### config.mk
export PLATFORM = sky130hd
export DESIGN_NAME = downsize_fifo
export DESIGN_NICKNAME = d
export VERILOG_FILES = /design/src/rtl/downsize_fifo_pkg.sv /design/src/rtl/downsize_fifo_mem.sv /design/src/rtl/downsize_fifo.sv
export SDC_FILE = /design/constraint.sdc
export NUM_CORES = 1
export LEC_CHECK = 0
export BUFFER_PORTS_ARGS = -buffer_cell sky130_fd_sc_hd__buf_4
export CAP_MARGIN = 40
export CORE_UTILIZATION = 53
export CTS_CLUSTER_DIAMETER = 120
export DETAILED_ROUTE_END_ITERATION = 10
export GPL_ROUTABILITY_DRIVEN = 0
export PLACE_DENSITY_LB_ADDON = 0.1
export SLEW_MARGIN = 20
export SYNTH_ARGS = -nofsm -noshare
export SYNTH_HDL_FRONTEND = slang
export SYNTH_SLANG_ARGS = --single-unit
### constraint.sdc
create_clock -name clk -period 2.3 [get_ports clk]
set_input_delay 0.115 -clock clk [delete_from_list [all_inputs] [get_ports clk]]
set_output_delay 0.115 -clock clk [all_outputs]
set_load 0.1 [all_outputs]
### src/rtl/downsize_fifo_pkg.sv
// Shared constants and helpers for the width-downsizing FIFO.
// Holds the default geometry and the derived sub-word / sub-index widths
// so the top level and the storage array agree on their sizes.
package downsize_fifo_pkg;

  // Default input word width, sub-words per word and log2 of word depth
  localparam int DEFAULT_WIDTH      = 32;
  localparam int DEFAULT_RATIO      = 4;
  localparam int DEFAULT_DEPTH_LOG2 = 2;

  // Ceiling log2 usable in constant expressions
  function automatic int clog2(input int value);
    int result;
    result = 0;
    for (int i = 0; i < 31; i++) begin
      if ((1 << i) < value) begin
        result = i + 1;
      end
    end
    return result;
  endfunction

  // Width of one output sub-word
  function automatic int subWidth(input int width, input int ratio);
    return width / ratio;
  endfunction

  // Width of the sub-index that walks through one stored word
  function automatic int subIdxWidth(input int ratio);
    return (clog2(ratio) < 1) ? 1 : clog2(ratio);
  endfunction

endpackage

### src/rtl/downsize_fifo_mem.sv
// Word storage for the downsizing FIFO: a flop-based register array with
// one synchronous write port and one asynchronous read port. The array is
// deliberately not reset; only the pointers around it carry reset state.
module downsize_fifo_mem
  import downsize_fifo_pkg::*;
#(
  parameter int WIDTH      = DEFAULT_WIDTH,
  parameter int DEPTH_LOG2 = DEFAULT_DEPTH_LOG2
) (
  input  logic                  clk,
  input  logic                  we_i,
  input  logic [DEPTH_LOG2-1:0] waddr_i,
  input  logic [WIDTH-1:0]      wdata_i,
  input  logic [DEPTH_LOG2-1:0] raddr_i,
  output logic [WIDTH-1:0]      rdata_o
);

  localparam int DEPTH = 1 << DEPTH_LOG2;

  logic [WIDTH-1:0] storage_q [DEPTH];

  // Capture the incoming word into the addressed slot on an accepted write
  always_ff @(posedge clk) begin
    if (we_i) begin
      storage_q[waddr_i] <= wdata_i;
    end
  end

  assign rdata_o = storage_q[raddr_i];

endmodule

### src/rtl/downsize_fifo.sv
// Width-downsizing show-ahead FIFO: accepts WIDTH-bit words and presents
// them as RATIO narrower sub-words, most-significant sub-word first.
// Defining DOWNSIZE_FIFO_LSB_FIRST_EN switches the sub-word order to
// least-significant first; nothing else changes.
// usedw counts whole words, including a head word that is partly read.
module downsize_fifo
  import downsize_fifo_pkg::*;
#(
  parameter int WIDTH      = DEFAULT_WIDTH,
  parameter int RATIO      = DEFAULT_RATIO,
  parameter int DEPTH_LOG2 = DEFAULT_DEPTH_LOG2
) (
  input  logic                              clk,
  input  logic                              aclr_n,
  input  logic                              clear,
  input  logic                              wrreq,
  input  logic [WIDTH-1:0]                  data,
  output logic                              full,
  output logic [DEPTH_LOG2:0]               usedw,
  input  logic                              rdreq,
  output logic [subWidth(WIDTH, RATIO)-1:0] q,
  output logic                              empty
);

  localparam int SUB_W = subWidth(WIDTH, RATIO);
  localparam int IDX_W = subIdxWidth(RATIO);
  localparam int CNT_W = DEPTH_LOG2 + 1;
  localparam int DEPTH = 1 << DEPTH_LOG2;

  localparam logic [IDX_W-1:0] LAST_IDX  = IDX_W'(RATIO - 1);
  localparam logic [CNT_W-1:0] DEPTH_CNT = CNT_W'(DEPTH);

  logic [DEPTH_LOG2-1:0] wrPtr_q, wrPtr_d;
  logic [DEPTH_LOG2-1:0] rdPtr_q, rdPtr_d;
  logic [IDX_W-1:0]      subIdx_q, subIdx_d;
  logic [CNT_W-1:0]      usedw_q, usedw_d;

  logic             wrAccept;
  logic             rdAccept;
  logic             rdComplete;
  logic [WIDTH-1:0] headWord;
  logic [IDX_W-1:0] sliceSel;

  // Flags come straight from the registered word count, so a freshly
  // written word only becomes visible after the edge that stored it
  assign full  = (usedw_q == DEPTH_CNT);
  assign empty = (usedw_q == '0);
  assign usedw = usedw_q;

  // A flush wins over both requests; a full FIFO drops writes even when the
  // head word is finishing in the same cycle
  assign wrAccept   = wrreq & ~full & ~clear;
  assign rdAccept   = rdreq & ~empty & ~clear;
  assign rdComplete = rdAccept & (subIdx_q == LAST_IDX);

  downsize_fifo_mem #(
    .WIDTH      (WIDTH),
    .DEPTH_LOG2 (DEPTH_LOG2)
  ) u_mem (
    .clk     (clk),
    .we_i    (wrAccept),
    .waddr_i (wrPtr_q),
    .wdata_i (data),
    .raddr_i (rdPtr_q),
    .rdata_o (headWord)
  );

  // Next-state for pointers, sub-index and word count
  always_comb begin
    wrPtr_d  = wrPtr_q;
    rdPtr_d  = rdPtr_q;
    subIdx_d = subIdx_q;
    usedw_d  = usedw_q;

    if (clear) begin
      wrPtr_d  = '0;
      rdPtr_d  = '0;
      subIdx_d = '0;
      usedw_d  = '0;
    end else begin
      if (wrAccept) begin
        wrPtr_d = wrPtr_q + DEPTH_LOG2'(1);
      end
      if (rdAccept) begin
        subIdx_d = subIdx_q + IDX_W'(1);
      end
      if (rdComplete) begin
        subIdx_d = '0;
        rdPtr_d  = rdPtr_q + DEPTH_LOG2'(1);
      end
      if (wrAccept && !rdComplete) begin
        usedw_d = usedw_q + CNT_W'(1);
      end else if (rdComplete && !wrAccept) begin
        usedw_d = usedw_q - CNT_W'(1);
      end
    end
  end

  // Pointer and count registers; the asynchronous clear drops any partly
  // read word and restarts from empty
  always_ff @(posedge clk or negedge aclr_n) begin
    if (!aclr_n) begin
      wrPtr_q  <= '0;
      rdPtr_q  <= '0;
      subIdx_q <= '0;
      usedw_q  <= '0;
    end else begin
      wrPtr_q  <= wrPtr_d;
      rdPtr_q  <= rdPtr_d;
      subIdx_q <= subIdx_d;
      usedw_q  <= usedw_d;
    end
  end

  // Map the read sub-index to a physical slice position inside the head word
  always_comb begin
`ifdef DOWNSIZE_FIFO_LSB_FIRST_EN
    sliceSel = subIdx_q;
`else
    sliceSel = LAST_IDX - subIdx_q;
`endif
  end

  // Show-ahead output: the selected slice of the head word
  always_comb begin
    q = '0;
    for (int i = 0; i < RATIO; i++) begin
      if (sliceSel == IDX_W'(i)) begin
        q = headWord[i*SUB_W +: SUB_W];
      end
    end
  end

endmodule

## Yosys cells after proc, flatten, opt, wreduce, memory -nomap -nowiden

Memories as Yosys holds them, arrays and structs flattened.
Index checks and enable logic that the tools add are counted.

- Bitwise logic cells: 8
- Equality and inequality tests: 5
- $add $sub $neg: 6
- Reduce and logical (&&, ||, !) cells: 10
- Mux-type cells: 16

Operator list:

| kind | count |
|---|---|
| 8-bit 2-to-1 mux | 4 |
| 2-bit 2-to-1 mux | 7 |
| 3-bit 2-to-1 mux | 3 |
| 2-bit by 1-bit adder with 2-bit output (second input constant) | 3 |
| 2-bit == test (second input constant) | 3 |
| 3-bit nonzero test | 2 |
| 1-bit AND | 5 |
| 2-bit nonzero test | 2 |
| 3-bit by 1-bit adder with 3-bit output (second input constant) | 1 |
| 3-bit == test (second input constant) | 1 |
| 3-bit logical NOT | 1 |
| 1-bit inverter | 3 |
| 3-bit by 1-bit subtractor with 3-bit output (second input constant) | 1 |
| 2-bit by 1-bit == test with 1-bit output (second input constant) | 1 |
| 1-bit logical AND | 2 |
| 1-bit logical NOT | 2 |
| 2-bit logical NOT | 1 |
| 1-bit 2-to-1 mux | 2 |
| 2-bit subtractor (first input constant) | 1 |

- Register bits: 9
- Input bits: 37
- Output and inout port bits: 13
- RAM bits: 128
- Logic and storage cells: 50
- Memories kept: 1

Memories:

| name | depth | width | read ports | clocked after Yosys merged registers in | wr ports | RTL line | text |
|---|---|---|---|---|---|---|---|
| u_mem.storage_q | 4 | 32 | 1 | 0 | 1 | downsize_fifo_mem.sv:20 | `logic [WIDTH-1:0] storage_q [DEPTH];` |

## Longest topological paths before layout

Gate-level depths: netlist of the first run.

- Word-level depth: 9
- Mapped depth: 8

## Hierarchy

From an unflattened synthesis of the first run, not the netlist that was laid out.

- Cell total of the unflattened synthesis: 271
- Area, all modules: 5485.3 um^2

By module, submodules not included:

| module | area an instance (um^2) | times used | cells an instance | sequential area each (um^2) |
|---|---|---|---|---|
| downsize_fifo_mem | 4689.5 | 1 | 171 | 3843.7 |
| downsize_fifo | 795.8 | 1 | 100 | 225.2 |

## Least setup slack after synthesis of the first run

OpenSTA, ideal clock, no wires.

- Path kind: flip-flop to flip-flop
- Start: register usedw_q[2], in the netlist usedw[2]
- End: register usedw_q[2], in the netlist usedw[2]
- Required time: 2.172 ns
- Arrival time: 3.841 ns
- Buffers on the path: 1
- Cell stages (with the launch flop): 9
- Setup slack: -1.668 ns
- Cell sequence: dfrtp_1 nor3b_2 nand2b_1 buf_6 nor3_1 fa_1 nor4b_2 a31oi_1 mux2_1

- Elaborated cells on any way between the ends: 19
- Classes of those cells: add/sub: 2; eq/ne: 1; mux: 3; bitwise: 7; reduce/logical: 6

RTL lines:

| element | RTL line | text |
|---|---|---|
| from (decl) | downsize_fifo.sv:36 | `logic [CNT_W-1:0] usedw_q, usedw_d;` |
| from (signal assigned) | downsize_fifo.sv:111 | `usedw_q <= usedw_d;` |
| 3-bit == test (*) | downsize_fifo.sv:46 | `assign full = (usedw_q == DEPTH_CNT);` |
| named net full | downsize_fifo.sv:18 | `output logic full,` |
| 1-bit inverter (*) | downsize_fifo.sv:52 | `assign wrAccept = wrreq & ~full & ~clear;` |
| 1-bit AND (*) (2 in a row) | downsize_fifo.sv:52 |  |
| 1-bit logical AND or 1-bit logical NOT (tied branches) | downsize_fifo.sv:91, downsize_fifo.sv:93 |  |
| 3-bit 2-to-1 mux or 1-bit logical AND (tied branches) | downsize_fifo.sv:91, downsize_fifo.sv:93 |  |
| 3-bit 2-to-1 mux or 3-bit nonzero test (tied branches) | - |  |

Mark *: on every way through the listed nets, which the timed path passes. The rest lies on a longest branch. The select of a mux whose other input is x is not followed.
A chain may end at the register's enable or synchronous reset.

## Worst setup path after layout of the first run

- Start: register subIdx_q[0]
- End: output port q[5]

- Longest elaborated chain between the ends: 6
- Elaborated cells on any way between the ends: 9
- Classes of those cells: add/sub: 1; eq/ne: 3; mux: 4; reduce/logical: 1

Ends and longest elaborated chain:

| element | RTL line | text |
|---|---|---|
| from (decl) | downsize_fifo.sv:35 | `logic [IDX_W-1:0] subIdx_q, subIdx_d;` |
| from (signal assigned) | downsize_fifo.sv:110 | `subIdx_q <= subIdx_d;` |
| 2-bit subtractor (*) | downsize_fifo.sv:120 | `sliceSel = LAST_IDX - subIdx_q;` |
| 2-bit logical NOT | downsize_fifo.sv:128 | `if (sliceSel == IDX_W'(i)) begin` |
| 8-bit 2-to-1 mux (3 in a row) | downsize_fifo.sv:128 |  |
| 8-bit 2-to-1 mux (*) | downsize_fifo.sv:128 |  |
| to (decl) | downsize_fifo.sv:21 | `output logic [subWidth(WIDTH, RATIO)-1:0] q,` |

Every way passes the cells marked *; elsewhere a longest branch is shown, timed or not.

==> results.tsv, run 1 <==
stage	metric	value	unit
outcome	outcome	finished, violations left	
outcome	failing checks	negative setup slack	
worst_setup_path	Critical path buffers and inverters	3	
worst_setup_path	CP Data Required Time	2.18	ns
timing	Setup violations, final	6	
synthesis	Synth Flop Type	edfxtp_1	
timing	Tightest Pin Transition	0.423	ns
synthesis	Distinct cells, synth	36	
cells_and_area	Layout area overhead	36.0	%
route	routed vias	3070	
synthesis	synth warn	0	
die	die height	104	um
synthesis	syn_nets	341	
worst_setup_path	CP delay by family, top	compound AO/OA/AOI/OAI gates	
clock_network	worst-case clock buffer depth	2	
die	Initial Utilization	55.6	%
placement	Port Buf Inserts	49	
synthesis	post-synthesis sequential area ratio	73.5	%
global_route	first-pass GRT wire length	17400	um
cells_and_area	# nets final	459	
clock_network	CTS sink cnt	137	
route	drt drc	0	
synthesis	Synth top cells by count	edfxtp_1 (128), mux4_2 (19), mux2i_1 (15)	
timing	final worst setup slack	-0.0782	ns
placement	DPL Wire Length	6780	um
cells_and_area	Fillers	561	
timing	Final Critical Period	2.38	ns
cells_and_area	area of the multi-input gates	1560	um^2
synthesis	async set-or-reset flop fraction in the synthesized netlist	6.57	%
global_route	initial antenna violation count	0	
power_and_ir_drop	Comb pwr share	22.0	%
route	first-pass detailed-route iteration total	4	
worst_setup_path	Max stage delay on crit path	0.44	ns
synthesis	top cells by area, synth	edfxtp_1 (69%), mux4_2 (7.7%), dfrtp_1 (4.1%)	
timing	relative slew slack	71.7	%
hold_path	type of the worst min-delay path	in2reg	
synthesis	share of the synthesized area in the top cell type	69.4	%
route	final antenna-violating net count	0	
power_and_ir_drop	clock power share	35.7	%
worst_setup_path	Critical Path Source Type	flip-flop	
cells_and_area	sequential cell area	4080	um^2
cells_and_area	final core occ	75.7	%
die	Die Width	104	um
route	Avg WL per Cell	19.9	um
power_and_ir_drop	PD cells	912	nW/um^2
synthesis	post-synth top area cell	edfxtp_1	
worst_setup_path	Worst setup EP type	output port	
global_route	Total Routing Usage GR	21.9	%
power_and_ir_drop	Tot Pwr	0.00687	W
power_and_ir_drop	Cell Int Power	0.00485	W
cells_and_area	ANT cells	0	
die	core area	9950	um^2
run	number of max-cap violations	0	
synthesis	Post-synth EDFFs	128	
global_route	largest net degree at the start of global routing	21	
worst_setup_path	crit-path cells	inv_2, ha_4, buf_4, nand2_1, o221ai_1, o21a_1, buf_12	
route	initial DRC count	172	
synthesis	Mapped Area	5540	um^2
clock_network	TritonCTS buffer count	17	
power_and_ir_drop	switching share of power	29.4	%
clock_network	Root Buffer	clkbuf_8	
synthesis	Mapped Cells	295	
power_and_ir_drop	Lkg Pwr	2.62	nW
worst_setup_path	critical path data arrival time	2.26	ns
timing	period utilisation layout	103	%
power_and_ir_drop	Net Switching	0.00202	W
clock_network	H-tree depth	4	
die	die area	10900	um^2
clock_network	CTS tree	yes	
power_and_ir_drop	VDD IR-drop max	0.000639	V
route	Vias/cell	5.50	
synthesis	#FFs+latches synth	137	
power_and_ir_drop	sequential share of power	42.2	%
timing	RSZ-0062 raised after global routing	yes	
worst_setup_path	Setup CP Type	reg2out	
clock_network	Clock transition at path regs	0.06	ns
timing	max-slew violations	0	
placement	pre-CTS setup slack	0.147	ns
global_route	number of global-route vias before repair	3278	
synthesis	Post-Syn Area per Cell	18.8	um^2
die	number of I/O pins	50	
synthesis	top-count cell post-synth	edfxtp_1	
route	final WL	11100	um
worst_setup_path	Critical-path top delay cell	dfrtp_1	
cells_and_area	share of cells above drive strength 1	41.6	%
worst_setup_path	critical path peak fanout	5	
timing	Fin. Hold Viols	0	
timing	skew final	0.00886	ns
global_route	grt ovf	0	
timing	Max Clk Rate	420	MHz
clock_network	Clock Latency Late Sink	0.51	ns
die	Rows	36	
==> registers in the layout (all words and copies together), names as in the netlist <==
name	count
u_mem.storage_q	128
subIdx_q	2
rdPtr_q	2
wrPtr_q	2
usedw	3
==> cell usage in the layout, fill, tap and decap left out, types with 8 or more instances in the layout <==
cell,Yosys,routed
mux2i_1,15,15
mux4_2,19,19
buf_12,0,17
nand2_1,11,9
nor2_1,13,12
edfxtp_1,128,128
inv_1,9,8
buf_4,1,57
dlygate4sd3_1,0,36
mux2_2,10,9
clkbuf_16,0,16
==> path summary, 6_finish.rpt <==
check / depth (start not counted) / slack (ns) / end / from
setup / recovery: 7 / -0.08 / q[5] / subIdx_q[0]$_DFFE_PN0P_
hold / removal: 4 / 0.03 / subIdx_q[0]$_DFFE_PN0P_ / rdreq
setup reg to reg: 7 / 0.13 / usedw[2]$_DFFE_PN0P_ / usedw[0]$_DFFE_PN0P_
hold reg to reg: 2 / 0.60 / wrPtr_q[1]$_DFFE_PN0P_ / wrPtr_q[1]$_DFFE_PN0P_
max in group asynchronous: 3 / 1.37 / usedw[0]$_DFFE_PN0P_ / aclr_n
min in group asynchronous: 3 / 0.60 / usedw[2]$_DFFE_PN0P_ / aclr_n
==> kinds of logic (layout without fill, tap and decap cells) <==
kind of cell	Yosys count	in the layout	synth area share (%)
buf+inv	23	153	2.30
flops	137	137	73.5
xor+xnor	5	5	0.926
mux	45	45	12.7
compound gates	39	39	5.04
fa+ha+maj	9	9	2.17
simple gates	37	37	3.43
==> per-layer routing <==
metal	share of wire, %	wire, um	vias up	global-route usage, %
li1	-	-	1413	-
met5	0	0	-	0
met2	53	5860	71	38.1
met1	42	4710	1580	27.4
met3	4.2	463	6	4.64
met4	0.59	65	0	7.65
==> layout make-up <==
cell class | instances | share of cell area, %
clock buffers | 17 | 5.50
clock inverters | 14 | 1.63
well taps | 133 | 2.21
repair buffers | 112 | 15.3
flip-flops and latches | 137 | 54.2
inverters | 10 | 0.498
multi-input cells | 135 | 20.7
==> worst reg2reg max path, stage by stage, from the launching register on <==
cell,delay (ns)
dfrtp_4,0.52
nor3b_4,0.27
nand2b_4,0.23
nor3_2,0.06
fa_2,0.37
nor4b_2,0.22
a31oi_1,0.08
mux2_1,0.31
==> power by group through the flow <==
stage / sequential [W] / clock [W] / combinational (W)
final: 0.00290 / 0.00245 / 0.00151
after global routing: 0.00291 / 0.00258 / 0.00158
after CTS: 0.00290 / 0.00247 / 0.00144
after detailed placement: 0.00295 / 0 / 0.00124
after global placement: 0.00294 / 0 / 0.00124
after floorplan: 0.00300 / 0 / 0.000822
==> per-stage QoR <==
stage	setup TNS (ns)	cell area, um^2	instances	hold slack, ns
2_1_floorplan	-38.48	5640	295	-0.181
3_3_place_gp	0	6340	485	-0.0542
3_5_place_dp	0	6340	485	-0.0524
4_1_cts	-0.509	7470	557	0.0225
5_1_grt	-0.842	7530	558	0.0654
6_report	-0.266	7530	558	0.0345
==> repair_timing <==
item                                    CTS  global route
cloned                                    1             0
hold buffers                             36             0
setup buffers                             4             2
gates resized for setup                  39            20
endpoints found under the setup margin    8             8
endpoints found under the hold margin   143             0
pin swaps                                 1             3
No activity file was read; power rests on OpenSTA's default activity.
==> inputs of run 2 (changes only) <==
--- a/config.mk
+++ b/config.mk
@@ -7,8 +7,9 @@
 export LEC_CHECK = 0
 export BUFFER_PORTS_ARGS = -buffer_cell sky130_fd_sc_hd__buf_4
 export CAP_MARGIN = 40
-export CORE_UTILIZATION = 53
-export CTS_CLUSTER_DIAMETER = 120
+export CORE_UTILIZATION = 55
+export CTS_BUF_LIST = sky130_fd_sc_hd__clkbuf_8
+export CTS_CLUSTER_DIAMETER = 40
 export DETAILED_ROUTE_END_ITERATION = 10
 export GPL_ROUTABILITY_DRIVEN = 0
 export PLACE_DENSITY_LB_ADDON = 0.1
==> results.tsv, run 2 (synthesis results as in run 1) <==
stage	metric	value	unit	change
outcome	outcome	finished, final reports clean		was finished, violations left
route	drt drc	0		unchanged
cells_and_area	# nets final	459		unchanged
cells_and_area	Largest register FFs	128		unchanged
timing	Final Critical Period	2.29	ns	was 2.38 ns
worst_setup_path	Critical Path Source Type	flip-flop		unchanged
worst_setup_path	CP Data Required Time	2.18	ns	about the same
timing	final worst setup slack	0.00892	ns	was -0.0782 ns
timing	Setup violations, final	0		was 6
global_route	grt ovf	0		unchanged
worst_setup_path	CP delay by family, top	multiplexers		was compound AO/OA/AOI/OAI gates
die	die height	102	um	was 104 um
route	final WL	11400	um	was 11100 um
die	Initial Utilization	56.7	%	was 55.6%
worst_setup_path	critical path peak fanout	11		was 5
global_route	initial antenna violation count	0		unchanged
clock_network	CTS tree	yes		unchanged
timing	Tightest Pin Transition	0.271	ns	was 0.423 ns
power_and_ir_drop	PD cells	865	nW/um^2	was 912 nW/um^2
clock_network	CTS sink cnt	137		unchanged
timing	RSZ-0062 raised after global routing	yes		unchanged
route	routed vias	3080		was 3070
route	first-pass detailed-route iteration total	4		unchanged
die	die area	10500	um^2	was 10900 um^2
die	Die Width	102	um	was 104 um
cells_and_area	most common cell after layout, fill and taps aside	edfxtp_1		unchanged
run	number of max-cap violations	0		unchanged
power_and_ir_drop	Lkg Pwr	2.58	nW	was 2.62 nW
cells_and_area	Biggest register	u_mem.storage_q		unchanged
worst_setup_path	Worst setup EP type	output port		unchanged
timing	Hold Worst Slack	0.0457	ns	was 0.0345 ns
timing	Max Clk Rate	436	MHz	was 420 MHz
global_route	first-pass GRT wire length	16900	um	was 17400 um
route	final antenna-violating net count	0		unchanged
clock_network	H-tree depth	4		unchanged
cells_and_area	most frequent cells in the layout	edfxtp_1 (128), buf_4 (58), dlygate4sd3_1 (34)		was edfxtp_1 (128), buf_4 (57), dlygate4sd3_1 (36)
clock_network	Clock Latency Late Sink	0.43	ns	was 0.51 ns
placement	pre-CTS setup slack	0.182	ns	was 0.147 ns
worst_setup_path	Critical path buffers and inverters	2		was 3
placement	DP Area	6280	um^2	was 6340 um^2
worst_setup_path	reg-to-reg slack, setup	0.19	ns	was 0.13 ns
clock_network	Root Buffer	clkbuf_8		unchanged
timing	max-slew violations	0		unchanged
route	Vias/cell	5.51		was 5.50
timing	skew final	0.00961	ns	was 0.00886 ns
timing	Fin. Hold Viols	0		unchanged
cells_and_area	ANT cells	0		unchanged
die	number of I/O pins	50		unchanged
placement	Port Buf Inserts	49		unchanged
worst_setup_path	crit-path most repeated cell	buf_12		
global_route	number of global-route vias before repair	3171		was 3278
worst_setup_path	Max stage delay on crit path	0.52	ns	was 0.44 ns
hold_path	type of the worst min-delay path	in2async		was in2reg
die	core area	9770	um^2	was 9950 um^2
cells_and_area	share of cells above drive strength 1	42.7	%	was 41.6%
worst_setup_path	crit-path cells	buf_12, mux4_2, o22a_1, o21a_1, buf_12		was inv_2, ha_4, buf_4, nand2_1, o221ai_1, o21a_1, buf_12
timing	relative slew slack	81.9	%	was 71.7%
clock_network	Clock transition at path regs	0.08	ns	was 0.06 ns
cells_and_area	Design Area, Final	7420	um^2	was 7530 um^2
cells_and_area	Layout area overhead	34.0	%	was 36.0%
clock_network	worst-case clock buffer depth	2		unchanged
power_and_ir_drop	VDD IR-drop max	0.000517	V	was 0.000639 V
global_route	largest net degree at the start of global routing	33		was 21
die	Rows	36		unchanged
worst_setup_path	critical path data arrival time	2.18	ns	was 2.26 ns
route	Avg WL per Cell	20.4	um	was 19.9 um
clock_network	TritonCTS buffer count	17		unchanged
timing	period utilisation layout	99.6	%	was 103%
placement	DPL Wire Length	6400	um	was 6780 um
worst_setup_path	Critical-path top delay cell	mux4_2		was dfrtp_1
worst_setup_path	Setup CP Type	reg2out		unchanged
route	initial DRC count	168		was 172
global_route	Total Routing Usage GR	23.4	%	was 21.9%
timing	Sum Neg Setup Slack	0	ns	was -0.266 ns
## run 2: stage by stage
stage | power (W) | util (%) | cells
4_1_cts | 0.00634 | 73.5 | 546
5_1_grt | 0.00664 | 76.0 | 559
3_5_place_dp | 0.00417 | 64.2 | 480
3_3_place_gp | 0.00415 | 64.2 | 480
2_1_floorplan | 0.00383 | - | 295
6_report | 0.00643 | 76.0 | 559
## run 2: layer usage
layer	routed length (um)	share of wire, %	up-vias	global-route usage (%)
met3	474	4.2	14	7.05
met2	5700	50	99	37.3
li1	-	-	1408	-
met5	0	0	-	0
met1	5070	45	1559	30.9
met4	138	1.2	0	8.13
## run 2: layout make-up
cell class	instances	area, um^2
multi-input combinational	136	1600
timing repair buffer	111	1120
tap	133	166
inverter	10	40.0
clock inverter	15	173
clock buffer	17	234
sequential	137	4090
fill	552	2350
## run 2: worst register-to-register path: stages, from the launching register on
cell	delay [ns]
dfrtp_4	0.53
nor3b_4	0.25
nand2b_4	0.22
nor3_2	0.06
fa_2	0.36
nor4b_2	0.21
a31oi_1	0.07
mux2_1	0.31
## run 2: what timing repair did
item | in CTS | in global routing
pin swaps | 2 | 5
resized for setup | 35 | 29
hold endpoints to repair | 143 | 0
setup buffers | 0 | 11
hold buffers | 34 | 0
cloned | 0 | 2
endpoints found under the setup margin | 8 | 8
## run 2: where the power goes
part | switching [W] | internal (W)
combinational | 0.000935 | 0.000564
clock | 0.000951 | 0.00108
sequential | 0.0000568 | 0.00284
total | 0.00194 | 0.00448
## run 2: path summary, 6_finish.rpt
check	from	end	cells past startpoint
worst max-delay path	rdPtr_q[0]$_DFFE_PN0P_	q[2]	5
worst min-delay path	aclr_n	wrPtr_q[1]$_DFFE_PN0P_	2
worst max register to register	usedw[0]$_DFFE_PN0P_	usedw[2]$_DFFE_PN0P_	7
worst min register to register	wrPtr_q[1]$_DFFE_PN0P_	wrPtr_q[1]$_DFFE_PN0P_	2
max in group asynchronous	aclr_n	usedw[0]$_DFFE_PN0P_	2
min in group clk	wrreq	wrPtr_q[0]$_DFFE_PN0P_	4
==> inputs of run 3 (changes only) <==
--- a/config.mk
+++ b/config.mk
@@ -7,9 +7,9 @@
 export LEC_CHECK = 0
 export BUFFER_PORTS_ARGS = -buffer_cell sky130_fd_sc_hd__buf_4
 export CAP_MARGIN = 40
+export CORE_MARGIN = 3
 export CORE_UTILIZATION = 55
 export CTS_BUF_LIST = sky130_fd_sc_hd__clkbuf_8
-export CTS_CLUSTER_DIAMETER = 40
 export DETAILED_ROUTE_END_ITERATION = 10
 export GPL_ROUTABILITY_DRIVEN = 0
 export PLACE_DENSITY_LB_ADDON = 0.1
==> results.tsv, run 3 (synthesis results as in run 1) <==
stage	metric	value	unit	change
cells_and_area	most common cell after layout, fill and taps aside	edfxtp_1		unchanged
global_route	GR Util met3	5.04	%	was 7.05%
timing	max-slew violations	0		unchanged
global_route	number of global-route vias before repair	3169		was 3171
cells_and_area	Largest register FFs	128		unchanged
route	final WL	10700	um	was 11400 um
hold_path	type of the worst min-delay path	in2async		unchanged
die	core area	9500	um^2	was 9770 um^2
outcome	outcome	finished, violations left		was finished, final reports clean
clock_network	Clock transition at path regs	0.08	ns	about the same
route	first-pass detailed-route iteration total	5		was 4
timing	Final Critical Period	2.30	ns	was 2.29 ns
route	routed vias	2987		was 3080
cells_and_area	Layout area overhead	31.6	%	was 34.0%
route	drt drc	0		unchanged
cells_and_area	ANT cells	0		unchanged
route	final antenna-violating net count	0		unchanged
worst_setup_path	Setup CP Type	reg2out		unchanged
global_route	met2 GRT Util	33.7	%	was 37.3%
power_and_ir_drop	PD cells	883	nW/um^2	was 865 nW/um^2
global_route	initial antenna violation count	0		unchanged
route	initial DRC count	172		was 168
global_route	first-pass GRT wire length	16800	um	was 16900 um
timing	Tightest Pin Transition	0.318	ns	was 0.271 ns
global_route	most used routing layer	met2		unchanged
worst_setup_path	critical path peak fanout	6		was 11
clock_network	CTS sink cnt	137		unchanged
timing	RSZ-0062 raised after global routing	yes		unchanged
timing	Setup violations, final	1		was 0
worst_setup_path	Worst setup EP type	output port		unchanged
placement	# placed instances	476		was 480
outcome	failing checks	negative setup slack		
cells_and_area	Biggest register	u_mem.storage_q		unchanged
die	Die Width	106	um	was 102 um
timing	final worst setup slack	-0.000664	ns	was 0.00892 ns
power_and_ir_drop	Lkg Pwr	2.51	nW	was 2.58 nW
placement	pre-CTS setup slack	0.173	ns	was 0.182 ns
timing	period utilisation layout	100	%	was 99.6%
global_route	met1 Use GR	26.6	%	was 30.9%
die	number of I/O pins	50		unchanged
timing	relative slew slack	78.5	%	was 81.9%
global_route	Total Routing Usage GR	20.3	%	was 23.4%
cells_and_area	non-filler instance count after layout	545		was 559
route	Vias/cell	5.48		was 5.51
die	die area	11300	um^2	was 10500 um^2
worst_setup_path	CP Data Required Time	2.18	ns	about the same
clock_network	Clock Latency Late Sink	0.43	ns	about the same
placement	Port Buf Inserts	49		unchanged
worst_setup_path	critical path data arrival time	2.19	ns	was 2.18 ns
clock_network	CTS tree	yes		unchanged
power_and_ir_drop	Tot Pwr	0.00644	W	was 0.00643 W
cells_and_area	share of cells above drive strength 1	39.9	%	was 42.7%
timing	Sum Neg Setup Slack	-0.000664	ns	was 0 ns
worst_setup_path	Critical Path Source Type	flip-flop		unchanged
cells_and_area	# nets final	450		was 459
clock_network	worst-case clock buffer depth	2		unchanged
clock_network	TritonCTS buffer count	17		unchanged
die	Initial Utilization	58.3	%	was 56.7%
run	number of max-cap violations	0		unchanged
timing	Max Clk Rate	435	MHz	was 436 MHz
route	Avg WL per Cell	19.7	um	was 20.4 um
clock_network	H-tree depth	4		unchanged
placement	DPL Wire Length	6330	um	was 6400 um
clock_network	Root Buffer	clkbuf_8		unchanged
cells_and_area	most frequent cells in the layout	edfxtp_1 (128), buf_4 (51), dlygate4sd3_1 (34)		was edfxtp_1 (128), buf_4 (58), dlygate4sd3_1 (34)
die	die height	106	um	was 102 um
die	Rows	35		was 36
power_and_ir_drop	VDD IR-drop max	0.000683	V	was 0.000517 V
cells_and_area	Fillers	556		was 552
global_route	largest net degree at the start of global routing	43		was 33
global_route	grt ovf	0		unchanged
timing	skew final	0.0110	ns	was 0.00961 ns
timing	Fin. Hold Viols	0		unchanged
==> run 3: changes by cell type in the layout (fill, tap and decap cells not counted), sizes merged <==
cell / change
buf: -7
clkinv: -2
bufinv: +1
clkbuf: -1
clkinvlp: +1
inv: -1
nand3b: -1
==> run 3: path summary, 6_finish.rpt <==
kind | startpoint | endpoint | slack [ns] | depth (start not counted)
worst min register to register | wrPtr_q[1]$_DFFE_PN0P_ | wrPtr_q[1]$_DFFE_PN0P_ | 0.60 | 2
max in group asynchronous | aclr_n | rdPtr_q[1]$_DFFE_PN0P_ | 2.11 | 2
min in group clk | wrreq | wrPtr_q[0]$_DFFE_PN0P_ | 0.10 | 4
worst max-delay path | subIdx_q[0]$_DFFE_PN0P_ | q[3] | -0.0007 | 8
worst min-delay path | aclr_n | usedw[2]$_DFFE_PN0P_ | 0.04 | 2
worst max register to register | usedw[0]$_DFFE_PN0P_ | usedw[2]$_DFFE_PN0P_ | 0.15 | 7
==> run 3: timing repair <==
item	in CTS	in global routing
setup buffers	2	1
resized for setup	37	11
hold endpoints to repair	143	0
pin swaps	5	5
cloned	1	0
hold buffers	34	0
setup endpoints to repair	8	8
==> run 3: area by class of cell <==
type	count	area [um^2]	area share, %
Inverter	10	37.5	0.515
Clock buffer	17	234	3.21
Sequential cell	137	4080	56.0
Tap cell	129	161	2.21
Clock inverter	14	196	2.70
Timing Repair Buffer	103	1040	14.3
Multi-Input combinational cell	135	1540	21.1
==> run 3: worst max-delay path, stage by stage (launching register included) <==
cell	delay [ns]
dfrtp_1	0.44
inv_2	0.09
ha_4	0.18
nor3b_4	0.25
buf_6	0.18
a221oi_2	0.06
a21oi_1	0.14
o21a_1	0.21
buf_12	0.19
==> run 3: per-layer routing <==
| layer | part of all wire (%) | wire length (um) | up-vias |
|---|---|---|---|
| li1 | - | - | 1390 |
| met3 | 4.8 | 514 | 16 |
| met2 | 50 | 5390 | 77 |
| met4 | 1.6 | 170 | 0 |
| met1 | 43 | 4650 | 1504 |
| met5 | 0 | 0 | - |
==> run 3: through the flow <==
step                hold slack, ns  area, um^2  util [%]
global route                0.0367        7290      76.7
detailed placement         -0.0483        6290      66.1
finish                      0.0363        7290      76.7
CTS                         0.0235        7230      76.1
floorplan                   -0.181        5640         -
global placement           -0.0496        6290      66.1
==> run 3: report_power, final <==
part | switching [W] | internal [W]
registers | 0.0000522 | 0.00284
logic | 0.000921 | 0.000530
clock network | 0.000906 | 0.00118
